**config.mk**
```make
export PLATFORM = sky130hd
export DESIGN_NAME = ucdp_sync_tx_flat
export DESIGN_NICKNAME = d
export VERILOG_FILES = /design/src/rtl/ucdp_sync_tx_if.sv /design/src/rtl/ucdp_sync_tx.sv /design/src/flat_wrapper.sv
export SDC_FILE = /design/constraint.sdc
export NUM_CORES = 1
export LEC_CHECK = 0
export BUFFER_PORTS_ARGS = -buffer_cell sky130_fd_sc_hd__buf_2
export CORE_MARGIN = 2
export CORE_UTILIZATION = 30
export CTS_BUF_LIST = sky130_fd_sc_hd__clkbuf_4 sky130_fd_sc_hd__clkbuf_8
export CTS_CLUSTER_DIAMETER = 30
export DETAILED_ROUTE_END_ITERATION = 10
export GPL_TIMING_DRIVEN = 0
export PLACE_DENSITY = 0.63
export SYNTH_ARGS = -nofsm -noshare
export SYNTH_HDL_FRONTEND = slang
export SYNTH_SLANG_ARGS = --single-unit
```
**constraint.sdc**
```tcl
create_clock -name main_clk_i -period 1.5 [get_ports main_clk_i]
set_input_delay 0.3 -clock main_clk_i [delete_from_list [all_inputs] [get_ports main_clk_i]]
set_output_delay 0.3 -clock main_clk_i [all_outputs]
set_load 0.01 [all_outputs]
```
**src/rtl/ucdp_sync_tx_if.sv**
```systemverilog
// ucdp_sync_tx_if: handshake bundle for the source side of a toggle CDC link.
//   valid_i/ready_o/data_i : local word handshake into the sender
//   data_o/req_o           : word and request toggle toward the destination
//   ack_i                  : acknowledge toggle from the destination (async)
//   busy_o/done_o          : transfer status
//   timeout_o              : sticky ack-timeout flag
// slave modport is the sender's view; master is the environment's view.
interface ucdp_sync_tx_if #(
    parameter int unsigned width_p = 8
);
    logic               valid_i;
    logic               ready_o;
    logic [width_p-1:0] data_i;
    logic [width_p-1:0] data_o;
    logic               req_o;
    logic               ack_i;
    logic               busy_o;
    logic               done_o;
    logic               timeout_o;

    modport slave (
        input  valid_i, data_i, ack_i,
        output ready_o, data_o, req_o, busy_o, done_o, timeout_o
    );

    modport master (
        output valid_i, data_i, ack_i,
        input  ready_o, data_o, req_o, busy_o, done_o, timeout_o
    );
endinterface

```
**src/rtl/ucdp_sync_tx.sv**
```systemverilog
// ucdp_sync_tx: source side of a two-phase request/acknowledge CDC handshake.
// A word accepted on valid_i/ready_o is held on data_o; one cycle later req_o
// toggles, and the block waits until the synchronized ack matches req_o.
// Ports:
//   main_clk_i    : clock
//   main_rst_an_i : synchronous active-low reset
//   bus           : ucdp_sync_tx_if.slave (handshake, data, req/ack, status)
// Optional feature: define UCDP_SYNC_TX_TIMEOUT_EN to enable the WAIT-cycle
// counter driving timeout_o; otherwise timeout_o is tied to 0.
module ucdp_sync_tx #(
    parameter int unsigned        width_p   = 8,
    parameter int unsigned        stages_p  = 2,
    parameter logic [width_p-1:0] rstval_p  = '0,
    parameter int unsigned        timeout_p = 255
) (
    input logic           main_clk_i,
    input logic           main_rst_an_i,
    ucdp_sync_tx_if.slave bus
);

    typedef enum logic [1:0] {StIdle, StLoad, StWait} state_e;

    state_e              state_q;
    logic                req_q;
    logic                done_q;
    logic                busy_q;
    logic [width_p-1:0]  data_q;
    logic [stages_p-1:0] ack_sync_q;
    logic                ack_s;
    logic                ready;

    // Plain flop chain: ack_i goes straight into the first flop.
    always_ff @(posedge main_clk_i) begin
        if (!main_rst_an_i) begin
            ack_sync_q <= '0;
        end else begin
            ack_sync_q <= {ack_sync_q[stages_p-2:0], bus.ack_i};
        end
    end

    assign ack_s = ack_sync_q[stages_p-1];

    // A mismatched ack in IDLE (spurious toggle) blocks new words until it realigns.
    assign ready = (state_q == StIdle) && (ack_s == req_q) && main_rst_an_i;

    always_ff @(posedge main_clk_i) begin
        if (!main_rst_an_i) begin
            state_q <= StIdle;
            req_q   <= 1'b0;
            done_q  <= 1'b0;
            busy_q  <= 1'b0;
            data_q  <= rstval_p;
        end else begin
            done_q <= 1'b0;
            unique case (state_q)
                StIdle: begin
                    if (bus.valid_i && ready) begin
                        data_q  <= bus.data_i;
                        busy_q  <= 1'b1;
                        state_q <= StLoad;
                    end
                end
                // Give data_o a full cycle to settle before the request toggles.
                StLoad: begin
                    req_q   <= ~req_q;
                    state_q <= StWait;
                end
                StWait: begin
                    if (ack_s == req_q) begin
                        busy_q  <= 1'b0;
                        done_q  <= 1'b1;
                        state_q <= StIdle;
                    end
                end
                default: begin
                    state_q <= StIdle;
                end
            endcase
        end
    end

`ifdef UCDP_SYNC_TX_TIMEOUT_EN
    localparam logic [15:0] TimeoutLast = 16'(timeout_p - 1);

    logic [15:0] wait_cnt_q;
    logic        timeout_q;

    // Counter is cleared on the LOAD->WAIT edge; flag sets when it reaches timeout_p.
    always_ff @(posedge main_clk_i) begin
        if (!main_rst_an_i) begin
            wait_cnt_q <= '0;
            timeout_q  <= 1'b0;
        end else if (state_q == StLoad) begin
            wait_cnt_q <= '0;
        end else if (state_q == StWait) begin
            if (wait_cnt_q != 16'hffff) begin
                wait_cnt_q <= wait_cnt_q + 16'd1;
            end
            if (wait_cnt_q == TimeoutLast) begin
                timeout_q <= 1'b1;
            end
        end
    end

    assign bus.timeout_o = timeout_q;
`else
    logic unused_timeout_cfg;
    assign unused_timeout_cfg = ^32'(timeout_p);
    assign bus.timeout_o      = 1'b0;
`endif

    assign bus.ready_o = ready;
    assign bus.data_o  = data_q;
    assign bus.req_o   = req_q;
    assign bus.busy_o  = busy_q;
    assign bus.done_o  = done_q;

endmodule

```
**src/flat_wrapper.sv**
```systemverilog
// flat-port wrapper written by rule: the top's interface ports become plain ports
module ucdp_sync_tx_flat 
#(
    parameter int unsigned        width_p   = 8,
    parameter int unsigned        stages_p  = 2,
    parameter logic [width_p-1:0] rstval_p  = '0,
    parameter int unsigned        timeout_p = 255
)
  (main_clk_i, main_rst_an_i, bus_valid_i, bus_data_i, bus_ack_i, bus_ready_o, bus_data_o, bus_req_o, bus_busy_o, bus_done_o, bus_timeout_o);
  ucdp_sync_tx_if #(.width_p(width_p)) bus_i ();
  input logic main_clk_i;
  input logic main_rst_an_i;
  input wire logic [$bits(bus_i.valid_i)-1:0] bus_valid_i;
  input wire logic [$bits(bus_i.data_i)-1:0] bus_data_i;
  input wire logic [$bits(bus_i.ack_i)-1:0] bus_ack_i;
  output wire logic [$bits(bus_i.ready_o)-1:0] bus_ready_o;
  output wire logic [$bits(bus_i.data_o)-1:0] bus_data_o;
  output wire logic [$bits(bus_i.req_o)-1:0] bus_req_o;
  output wire logic [$bits(bus_i.busy_o)-1:0] bus_busy_o;
  output wire logic [$bits(bus_i.done_o)-1:0] bus_done_o;
  output wire logic [$bits(bus_i.timeout_o)-1:0] bus_timeout_o;
  assign bus_i.valid_i = bus_valid_i;
  assign bus_i.data_i = bus_data_i;
  assign bus_i.ack_i = bus_ack_i;
  assign bus_ready_o = bus_i.ready_o;
  assign bus_data_o = bus_i.data_o;
  assign bus_req_o = bus_i.req_o;
  assign bus_busy_o = bus_i.busy_o;
  assign bus_done_o = bus_i.done_o;
  assign bus_timeout_o = bus_i.timeout_o;
  ucdp_sync_tx #(.width_p(width_p), .stages_p(stages_p), .rstval_p(rstval_p), .timeout_p(timeout_p)) u_core (.main_clk_i(main_clk_i), .main_rst_an_i(main_rst_an_i), .bus(bus_i));
endmodule
```
==> results.py <==
metrics = {
    "run_status": {
        "status": "finished, final reports clean",
    },
    "cts": {
        "clock_path_buffers": 2,
        "htree_levels": 1,
        "postCtsHoldBufs": 0,
        "clk_pin_slew_ns": 0.09,
        "clockRootBuffer": "clkbuf_4",
        "cts_tree": "done",
        "clock_latency_ns": 0.28,
        "cts_made_buffers": 3,
        "cts.sink_count": 15,
    },
    "worst_setup_path": {
        "max_stage_delay_ns": 0.36,
        "critical_path.endpoint_type": "output port",
        "critPathKind": "flip-flop to output port",
        "critPathRequiredTime_ns": 1.20,
        "cp_cell_sequence": "xor2_2, nor4_2, buf_2",
        "cp.arrival_ns": 1.14,
        "critPathSlowestCell": "dfxtp_4",
        "cp-start-kind": "flip-flop",
        "worst-path-max-fanout": 2,
        "r2r_cells": 5,
    },
    "synth": {
        "yosys.area_share.simple": 0.234,
        "synthDistinctLibCells": 21,
        "synth_top_family_by_area": "simple AND/OR/NAND/NOR gates",
        "netlist_area_sq_um": 578,
        "yosys.area_share.adder": 0,
        "synthCells": 63,
        "synth_seq_cells": 15,
        "synthTopCellsByArea": "dfxtp_1, nand3_1, o21ai_1",
        "synthMuxAreaShare": 0.0173,
        "synth_top_area_frac": 0.519,
        "ys_seq_area_frac": 0.519,
        "syn_avg_cell_area_sq_um": 9.18,
        "synth_nets": 75,
        "synth-compound-area-share": 0.0931,
        "synth_xor_xnor_area_share": 0.0584,
        "yosys_warnings": 0,
        "yosysTopAreaCell": "dfxtp_1",
    },
    "power": {
        "share_comb_of_total_power": 0.202,
        "p_sw_uw": 234,
        "switching_share": 0.267,
        "clkPwrFrac": 0.281,
        "p_leak_nw": 0.367,
        "seqPwrFrac": 0.517,
        "power.density_nw_per_um2": 1090,
        "max-vdd-ir-drop_v": 0.000824,
        "intPower_uw": 642,
    },
    "drt": {
        "via_per_inst": 4.30,
        "drc": 0,
        "wl_per_cell_microns": 9.79,
        "wl_mm": 1.15,
        "drt_iter0_markers": 11,
        "ant_nets": 0,
        "vias": 503,
        "first_pass_iters": 4,
    },
    "global_routing": {
        "antenna_found_initial": 0,
        "grtUsageTotal": 0.111,
        "grt_pass1_wl_mm": 1.76,
        "grt_max_degree": 11,
        "gr-total-overflow": 0,
        "grt_pass1_vias": 406,
    },
    "timing": {
        "finalMaxSlewViolations": 0,
        "hold_viol_final": 0,
        "rsz0062_at_grt": "true",
        "fin_crit_ns": 1.44,
        "clock_skew_ns": 0.00249,
        "finalWorstSetupSlack_ns": 0.0641,
        "max_freq_mhz": 696,
        "setup_viol": 0,
        "final.period_utilization": 0.957,
    },
    "placement": {
        "io_buffer_count": 23,
        "routabilityCongestion": 0.697,
        "dp_hpwl_microns": 825,
        "pre_cts_ws_ns": 0.116,
        "post_dp_cell_area_sq_um": 724,
    },
    "die": {
        "die_h_microns": 47.9,
        "die-width_microns": 47.9,
        "rows": 15,
        "placeableCoreArea_sq_um": 1760,
        "initial_core_util": 0.328,
        "io-pin-count": 25,
        "die_area_sq_um": 2290,
    },
    "layout": {
        "area_growth_pct": 38.3,
        "fin_area_sq_um": 800,
        "nets": 105,
        "diodes": 0,
        "drive_above_1_share": 0.402,
    },
    "hold_path": {
        "hold_path_class": "input port to flip-flop",
        "worst_hold_path.num_cells": 2,
    },
    "run": {
        "cap_violations": 0,
    },
}
[cell usage in the layout, fill, tap and decap left out, types with 3 or more instances in the layout]
master    synthesis  routed
buf_2             0      23
dfxtp_1          15      13
nand3_1           7       7
buf_4             1       3
and2_1            3       3
clkbuf_4          0       4
nor2_1            3       3
o21ai_1           7       7
nand2_1           9       9
[power by group through the flow]
stage | Sequential, mW | Combinational, mW | Clock [mW]
detailed placement | 0.462 | 0.155 | 0
floorplan | 0.474 | 0.0823 | 0
global route | 0.458 | 0.197 | 0.279
CTS | 0.452 | 0.173 | 0.253
global placement | 0.461 | 0.153 | 0
finish | 0.453 | 0.177 | 0.246
[worst max-delay path: cells and delay by family (launching register included)]
kind	cells	cell delay [ns]
and+or+nand+nor	1	0.15
xor gates and xnor gates	1	0.18
DFF	1	0.36
buffers and inverters	1	0.17
[through the flow]
stage	power, mW	cells	util	hold slack (ns)	TNS (ns)
global placement	0.614	111	0.411	0.416	0
floorplan	0.557	63	-	0.412	0
detailed placement	0.617	111	0.411	0.424	0
CTS	0.877	117	0.446	0.221	-0.0598
global route	0.934	117	0.453	0.204	-0.000713
finish	0.875	117	0.453	0.224	0
[Yosys cell counts, drive strengths merged]
| cell | instances |
|---|---|
| xnor2 | 1 |
| buf | 3 |
| nor3 | 1 |
| and4bb | 1 |
| dfxtp | 15 |
| nand2 | 9 |
| xor2 | 2 |
| mux2i | 1 |
| nand2b | 2 |
| o21ai | 8 |
| nor4 | 1 |
| conb | 1 |
| and2 | 3 |
| nand3 | 7 |
| o21a | 1 |
| inv | 2 |
| a31oi | 1 |
| clkbuf | 1 |
| nor2 | 3 |
[final timing paths]
path / startpoint / to / slack [ns]
setup reg to reg: u_core.bus.req_o / u_core.bus.data_o[7] / 0.13
setup / recovery: u_core.bus.req_o / bus_ready_o / 0.06
hold / removal: bus_ack_i / u_core.ack_sync_q[0] / 0.22
hold reg to reg: u_core.ack_sync_q[0] / u_core.ack_sync_q[1] / 0.44
[area by class of cell]
type	count	area, sq um
timing repair buffer	25	130
sequential	15	305
buffer	4	33.8
fill	196	965
tap	25	31.3
multi-input combinational	42	262
clock buffer	4	30.0
inverter	2	7.51
[state kept, by name, summed over array words and instances (netlist names)]
signal and flops:
u_core.bus.busy_o 1, u_core.bus.req_o 1, u_core.bus.data_o 8, u_core.state_q 2, u_core.bus.done_o 1, u_core.ack_sync_q 2
[cells by family (layout without fill, tap and decap cells)]
kind of cell	after synthesis	after routing
AO/OA/AOI/OAI	10	10
XOR/XNOR	3	3
buffers and inverters	6	35
flip-flops	15	15
multiplexers	1	1
other	1	1
AND/OR/NAND/NOR	27	27
[what timing repair did]
action | in CTS | in global routing
gates cloned | 0 | 0
resized for setup | 4 | 2
setup endpoints to repair | 1 | 9
setup buffers | 2 | 0
pin swaps | 1 | 1
[routing by layer]
metal | up-vias | wire length (microns) | global-route usage
li1 | 263 | - | -
met3 | 2 | 97 | 0.0604
met2 | 16 | 542 | 0.160
met4 | 0 | 5 | 0.0162
met5 | - | 0 | 0
met1 | 222 | 500 | 0.151
No activity file was read; power rests on OpenSTA's default activity.
